`src/rtl/mem_stage_ext_pkg.sv`:
```
// mem_stage_ext_pkg
//   Shared definitions for the memory-access stage:
//   - FSM state encoding
//   - load_op encodings
//   - XLEN-derived bus widths and exe_to_mem_bus field positions
//
// exe_to_mem_bus layout, MSB first:
//   {dst_load, dst_writeback, load_op[2:0], alu_result[XLEN], rd[5], pc[XLEN], ebreak}
package mem_stage_ext_pkg;

  typedef enum logic [1:0] {
    ST_EMPTY = 2'd0,
    ST_BUSY  = 2'd1,
    ST_WAIT  = 2'd2
  } mem_state_e;

  localparam logic [2:0] LOP_LB  = 3'b000;
  localparam logic [2:0] LOP_LH  = 3'b001;
  localparam logic [2:0] LOP_LW  = 3'b010;
  localparam logic [2:0] LOP_LD  = 3'b011;
  localparam logic [2:0] LOP_LBU = 3'b100;
  localparam logic [2:0] LOP_LHU = 3'b101;
  localparam logic [2:0] LOP_LWU = 3'b110;

  function automatic int eb_width(input int xlen);
    return 2 * xlen + 11;
  endfunction

  function automatic int wb_width(input int xlen);
    return 2 * xlen + 7;
  endfunction

  // LSB positions of the exe_to_mem_bus fields
  function automatic int eb_pc_lsb(input int xlen);
    return 1 + 0 * xlen;
  endfunction

  function automatic int eb_rd_lsb(input int xlen);
    return xlen + 1;
  endfunction

  function automatic int eb_alu_lsb(input int xlen);
    return xlen + 6;
  endfunction

  function automatic int eb_op_lsb(input int xlen);
    return 2 * xlen + 6;
  endfunction

  function automatic int eb_dwb_bit(input int xlen);
    return 2 * xlen + 9;
  endfunction

  function automatic int eb_load_bit(input int xlen);
    return 2 * xlen + 10;
  endfunction

endpackage

```
`src/rtl/mem_stage_ext_load_align.sv`:
```
// mem_stage_ext_load_align
//   Combinational sub-word load extraction: shifts the aligned read word
//   right by the byte offset, then sign/zero extends according to load_op.
//   Flags misaligned offsets and load_ops that are illegal for this XLEN
//   (illegal ops also force the result to zero).
//
// Ports:
//   raw      in  XLEN   aligned read word/doubleword
//   off      in  OFF_W  byte offset within the word
//   load_op  in  3      load encoding
//   result   out XLEN   extracted, extended value
//   ale      out 1      misaligned or illegal access
module mem_stage_ext_load_align
  import mem_stage_ext_pkg::*;
#(
  parameter int XLEN  = 32,
  parameter int OFF_W = $clog2(XLEN / 8)
) (
  input  logic [XLEN-1:0]  raw,
  input  logic [OFF_W-1:0] off,
  input  logic [2:0]       load_op,
  output logic [XLEN-1:0]  result,
  output logic             ale
);

  typedef logic [XLEN-1:0] word_t;

  word_t shifted;

  assign shifted = raw >> {off, 3'b000};

  always_comb begin
    result = '0;
    ale    = 1'b0;
    case (load_op)
      LOP_LB:  result = word_t'($signed(shifted[7:0]));
      LOP_LBU: result = word_t'(shifted[7:0]);
      LOP_LH: begin
        result = word_t'($signed(shifted[15:0]));
        ale    = off[0];
      end
      LOP_LHU: begin
        result = word_t'(shifted[15:0]);
        ale    = off[0];
      end
      LOP_LW: begin
        result = word_t'($signed(shifted[31:0]));
        ale    = |off[1:0];
      end
      LOP_LWU: begin
        // lwu and ld only exist on a 64-bit datapath
        if (XLEN == 64) begin
          result = word_t'(shifted[31:0]);
          ale    = |off[1:0];
        end else begin
          ale = 1'b1;
        end
      end
      LOP_LD: begin
        if (XLEN == 64) begin
          result = shifted;
          ale    = |off;
        end else begin
          ale = 1'b1;
        end
      end
      default: ale = 1'b1;
    endcase
  end

endmodule

```
`src/rtl/mem_stage_ext.sv`:
```
// mem_stage_ext
//   Memory-access pipeline stage between EXE and WB. Holds one instruction,
//   waits for the data-SRAM response of loads, buffers that response when WB
//   back-pressures, extracts/extends sub-word load data and drives the ID
//   forwarding path (including a load-pending interlock flag).
//
// Ports:
//   clk, reset               clock, synchronous active-high reset
//   mem_allowin              out  stage can accept a new instruction
//   wb_allowin               in   WB can accept
//   exe_to_mem_valid/bus     in   instruction from EXE
//   data_sram_rvalid/rdata   in   load response (one pulse per load, in order)
//   mem_to_wb_valid/bus      out  {dst_writeback, rd, wb_result, pc, ebreak}
//   mem_ale                  out  misaligned/illegal load in MEM
//   mem_to_id_*              out  forwarding value, rd, write enable, load-pending
//
// state    | meaning
// ---------+-----------------------------------------------
// ST_EMPTY | no instruction held
// ST_BUSY  | non-load, or load whose data is held in buffer
// ST_WAIT  | load still waiting for its SRAM response
module mem_stage_ext
  import mem_stage_ext_pkg::*;
#(
  parameter int XLEN = 32,
  parameter int EB_W = 2 * XLEN + 11,
  parameter int WB_W = 2 * XLEN + 7
) (
  input  logic            clk,
  input  logic            reset,
  output logic            mem_allowin,
  input  logic            wb_allowin,
  input  logic            exe_to_mem_valid,
  input  logic [EB_W-1:0] exe_to_mem_bus,
  input  logic            data_sram_rvalid,
  input  logic [XLEN-1:0] data_sram_rdata,
  output logic            mem_to_wb_valid,
  output logic [WB_W-1:0] mem_to_wb_bus,
  output logic            mem_ale,
  output logic [XLEN-1:0] mem_to_id_bypass,
  output logic [4:0]      mem_to_id_rdbypass,
  output logic            mem_to_id_rfwenbypass,
  output logic            mem_to_id_loadpending
);

  localparam int OFF_W    = $clog2(XLEN / 8);
  localparam int PC_LSB   = eb_pc_lsb(XLEN);
  localparam int RD_LSB   = eb_rd_lsb(XLEN);
  localparam int ALU_LSB  = eb_alu_lsb(XLEN);
  localparam int OP_LSB   = eb_op_lsb(XLEN);
  localparam int DWB_BIT  = eb_dwb_bit(XLEN);
  localparam int LOAD_BIT = eb_load_bit(XLEN);

  logic [EB_W-1:0] bus_q, bus_d;
  logic            mem_valid_q, mem_valid_d;
  logic            buf_valid_q, buf_valid_d;
  logic [XLEN-1:0] buf_q, buf_d;
  mem_state_e      state_q, state_d;

  logic            dst_load, dst_writeback, ebreak;
  logic [2:0]      load_op;
  logic [XLEN-1:0] alu_result, pc;
  logic [4:0]      rd;

  logic            ready_go, latch, retire, capture;
  logic [XLEN-1:0] raw, ld_result, wb_result;
  logic            align_ale;

  assign dst_load      = bus_q[LOAD_BIT];
  assign dst_writeback = bus_q[DWB_BIT];
  assign load_op       = bus_q[OP_LSB +: 3];
  assign alu_result    = bus_q[ALU_LSB +: XLEN];
  assign rd            = bus_q[RD_LSB +: 5];
  assign pc            = bus_q[PC_LSB +: XLEN];
  assign ebreak        = bus_q[0];

  // A buffered response means the load no longer depends on rvalid.
  assign ready_go    = !dst_load || buf_valid_q || data_sram_rvalid;
  assign mem_allowin = !mem_valid_q || (ready_go && wb_allowin);
  assign latch       = mem_allowin && exe_to_mem_valid;
  assign retire      = mem_to_wb_valid && wb_allowin;
  assign capture     = (state_q == ST_WAIT) && data_sram_rvalid && !wb_allowin;

  always_ff @(posedge clk) begin
    if (reset) begin
      state_q     <= ST_EMPTY;
      mem_valid_q <= 1'b0;
      buf_valid_q <= 1'b0;
      bus_q       <= '0;
      buf_q       <= '0;
    end else begin
      state_q     <= state_d;
      mem_valid_q <= mem_valid_d;
      buf_valid_q <= buf_valid_d;
      bus_q       <= bus_d;
      buf_q       <= buf_d;
    end
  end

  always_comb begin
    state_d     = state_q;
    mem_valid_d = mem_valid_q;
    buf_valid_d = buf_valid_q;
    bus_d       = bus_q;
    buf_d       = buf_q;

    if (mem_allowin) mem_valid_d = exe_to_mem_valid;
    if (latch)       bus_d       = exe_to_mem_bus;
    if (capture) begin
      buf_d       = data_sram_rdata;
      buf_valid_d = 1'b1;
    end
    // The buffer belongs to the retiring load, never to its successor.
    if (retire) buf_valid_d = 1'b0;

    case (state_q)
      ST_EMPTY: begin
        if (latch) state_d = exe_to_mem_bus[LOAD_BIT] ? ST_WAIT : ST_BUSY;
      end
      ST_BUSY: begin
        if (latch)       state_d = exe_to_mem_bus[LOAD_BIT] ? ST_WAIT : ST_BUSY;
        else if (retire) state_d = ST_EMPTY;
      end
      ST_WAIT: begin
        if (latch)        state_d = exe_to_mem_bus[LOAD_BIT] ? ST_WAIT : ST_BUSY;
        else if (retire)  state_d = ST_EMPTY;
        else if (capture) state_d = ST_BUSY;
      end
      default: state_d = ST_EMPTY;
    endcase
  end

  assign raw = buf_valid_q ? buf_q : data_sram_rdata;

  mem_stage_ext_load_align #(
    .XLEN (XLEN),
    .OFF_W(OFF_W)
  ) u_load_align (
    .raw    (raw),
    .off    (alu_result[OFF_W-1:0]),
    .load_op(load_op),
    .result (ld_result),
    .ale    (align_ale)
  );

  assign wb_result = dst_load ? ld_result : alu_result;

  assign mem_to_wb_valid       = mem_valid_q && ready_go;
  assign mem_to_wb_bus         = {dst_writeback, rd, wb_result, pc, ebreak};
  assign mem_ale               = mem_valid_q && dst_load && align_ale;
  assign mem_to_id_bypass      = wb_result;
  assign mem_to_id_rdbypass    = rd;
  assign mem_to_id_rfwenbypass = dst_writeback && mem_valid_q;
  assign mem_to_id_loadpending = mem_valid_q && dst_load && !ready_go;

  // Responses arrive in order, so a load already holding buffered data can
  // never see another rvalid before it retires.
  always_ff @(posedge clk) begin
    if (!reset && mem_valid_q && buf_valid_q) begin
      assert (!data_sram_rvalid);
    end
  end

endmodule

```
`config.mk`:
```
export PLATFORM = sky130hd
export DESIGN_NAME = mem_stage_ext
export DESIGN_NICKNAME = d
export VERILOG_FILES = /design/src/rtl/mem_stage_ext_pkg.sv /design/src/rtl/mem_stage_ext_load_align.sv /design/src/rtl/mem_stage_ext.sv
export SDC_FILE = /design/constraint.sdc
export NUM_CORES = 1
export LEC_CHECK = 0
export ABC_CLOCK_PERIOD_IN_PS = 5000
export BUFFER_PORTS_ARGS = -buffer_cell sky130_fd_sc_hd__buf_2
export CAP_MARGIN = 25
export CELL_PAD_IN_SITES_DETAIL_PLACEMENT = 2
export CELL_PAD_IN_SITES_GLOBAL_PLACEMENT = 2
export CORE_MARGIN = 5
export CORE_UTILIZATION = 25
export CTS_BUF_LIST = sky130_fd_sc_hd__clkbuf_16
export DETAILED_ROUTE_END_ITERATION = 7
export PLACE_DENSITY = 0.75
export SLEW_MARGIN = 20
export SYNTH_ARGS = -nofsm -noshare
export SYNTH_HDL_FRONTEND = slang
export SYNTH_SLANG_ARGS = --single-unit
```
`constraint.sdc`:
```
create_clock -name clk -period 5 [get_ports clk]
set_clock_uncertainty 0.15 [all_clocks]
set_input_delay 0.5 -clock clk [delete_from_list [all_inputs] [get_ports clk]]
set_output_delay 0.5 -clock clk [all_outputs]
set_load 0.05 [all_outputs]
```
==> results.yml <==
worst_setup_path:
  path_cells: "buf_4, mux2i_1, mux2_2, o22a_1, o221ai_1, buf_2"
  slowest_delay_ps: 740
  required_ps: 4350
  arrival_ps: 2830
  critPathKind: "reg2out"
  startpoint_type: "flip-flop"
  cp-end-kind: "output pin"
  r2r_cells: 5
  path_max_fanout: 21
  crit_buf_inv: 2
  cp.depth: 6
  crit_family: "flip-flops"
  crit_slowest_cell: "dfxtp_2"
clocking:
  clkLatencyLatePin_ps: 360
  ctsHoldBuffers: 0
  cts.repair.resized: 0
  cts_tree: "built"
  cts_buffer_depth: 2
  root_buffer: "clkbuf_16"
  h-tree-depth: 3
  post-cts-setup-buffer-count: 0
  numCtsBuffers: 9
  clock-sinks: 111
  clkTransAtPathRegs_ps: 80
placed_design:
  place_area_mm2: 0.006575
  dp_slack_ps: 1934
  finalWeightedCongestion: 0.7631
  place_hpwl_um: 16350
  io_buffer_count: 224
logic_synthesis:
  synth_ff_type: "dfxtp_1"
  synth_area_leaders: "dfxtp_1 (38%), nand2_1 (16%), buf_4 (9.8%)"
  ys_warn_count: 0
  seq_area_frac_synth: 0.3814
  synth_cell_types: 45
  synth_edf_count: 0
  netlist_instances: 746
  synth_nets: 858
  synth_area_per_cell_um2: 7.811
  synth_seq_cells: 111
  synth_top_area_frac: 0.3814
  async_flop_share: 0
  yosys.area.top_type: "dfxtp_1"
  syn_area_mm2: 0.005827
floorplan:
  initial_utilization: 0.2558
  std_cell_rows: 55
  io-pin-count: 225
  die_w_um: 162.7
  placeableCoreArea_mm2: 0.02278
  fp.dieH_um: 162.7
  die_area_mm2: 0.02646
outcome:
  status: "completed"
final_layout:
  final_area_mm2: 0.006900
  layout_common_cells: "nand2_1 (246), buf_2 (223), a21oi_1 (111)"
  fill_cells: 2696
  drive_gt1_frac: 0.3124
  final_common_cell: "nand2_1"
  area_delta_synth_final_pct: 18.42
  multi_input_area_mm2: 0.002735
  ff_latch_area_mm2: 0.002223
  nets: 968
global_routing:
  grt.total_usage: 0.1596
  grt_first_pass_wirelength_um: 33150
  grt_max_degree: 78
  grt_pass1_vias: 5851
  grt_overflow_total: 0
  antenna_found_initial: 2
sta:
  rsz0062_at_grt: "false"
  setup_tns_ps: 0
  min_period_ps: 3480
  setup_viol: 0
  tightest_slew_ps: 968.1
  maxSlewViolCount: 0
  hold_viol: 0
  clock.fmax_ghz: 0.2874
  fin_ws_ps: 1520
  max-slew-margin-rel: 0.3537
  finalCritPeriodShare: 0.6960
drt:
  viasPerCell: 4.679
  wl_per_cell_um: 18.27
  drtPass1Iterations: 4
  drc: 0
  via_count: 5502
  drt-total-wl_um: 21480
  postRouteAntennaNets: 0
  drt_first_iter_violations: 215
hold_path:
  holdPathStages: 3
  hp-class: "in2reg"
power_and_ir_drop:
  leakagePower_nw: 2.956
  powerDensity_mw_per_mm2: 361.2
  max-vdd-ir-drop_uv: 159.6
run:
  drv_cap: 0
through the flow:
stage | power (mW) | hold slack [ps] | utilization | cells
2_1_floorplan | 1.576 | 286.0 | - | 746
3_3_place_gp | 1.708 | 289.8 | 0.2887 | 1158
3_5_place_dp | 1.717 | 297.9 | 0.2887 | 1158
4_1_cts | 2.535 | 203.1 | 0.3027 | 1174
5_1_grt | 2.605 | 214.7 | 0.3029 | 1176
6_report | 2.492 | 221.6 | 0.3029 | 1176
metal layers:
metal  track usage  share of wire
met1        0.2051           0.45
met3       0.03974          0.056
met2        0.2743           0.48
met4       0.03012         0.0082
met5             0              0
logic make-up (layout without fill, tap and decap cells):
logic type / Yosys count / in the layout / synth area share
and+or+nand+nor: 280 / 280 / 0.1928
AOI/OAI and AO/OA: 163 / 163 / 0.1722
buffers and inverters: 144 / 259 / 0.1542
DFF: 111 / 111 / 0.3814
muxes: 48 / 48 / 0.09942
other: 0 / 2 / 0
cell usage after synthesis (all sizes together) (3+ instances only):
library cell / count
clkbuf: 32
nand3: 11
a32oi: 7
nand2: 246
buf: 101
mux2i: 32
inv: 11
nor2: 7
o22a: 7
o221ai: 8
mux4: 7
nor2b: 3
dfxtp: 111
mux2: 9
o2bb2ai: 6
o2111ai: 8
a21oi: 111
where the power goes:
group          switching [mW]  internal (mW)  total, mW  leakage, nW
sequential             0.0379          0.931      0.969        0.910
clock                   0.365          0.442      0.807        0.158
combinational           0.536          0.180      0.716         1.89
total                   0.939           1.55       2.49         2.96
area by class of cell:
type / count / share of cell area
flip-flops and latches: 111 / 0.3222
multi-input cells: 491 / 0.3964
clock inverters: 7 / 0.01378
inverters: 11 / 0.005984
well taps: 313 / 0.05675
repair buffers: 232 / 0.1715
diodes: 2 / 0.0007253
clock buffers: 9 / 0.03264
path summary, 6_finish.rpt:
kind,from,to,slack (ps)
max,buf_valid_q$_SDFFE_PP0P_,mem_to_wb_bus[41],1520
min,exe_to_mem_bus[54],bus_q[54]$_SDFFE_PP0P_,220
max reg2reg,buf_valid_q$_SDFFE_PP0P_,bus_q[68]$_SDFFE_PP0P_,2140
min reg2reg,bus_q[30]$_SDFFE_PP0P_,bus_q[30]$_SDFFE_PP0P_,310
worst register-to-register path, cell delays in order (launching register included):
cell and delay (ps):
dfxtp_2 520, or3b_1 600, a31oi_4 570, buf_4 620
nand2_1 180, a21oi_1 170
registers in the layout (all words and copies together) (netlist names):
| signal | cells |
|---|---|
| buf_q | 32 |
| buf_valid_q | 1 |
| bus_q | 75 |
| mem_valid_q | 1 |
| state_q | 2 |
(Power assumes the default switching activity.)
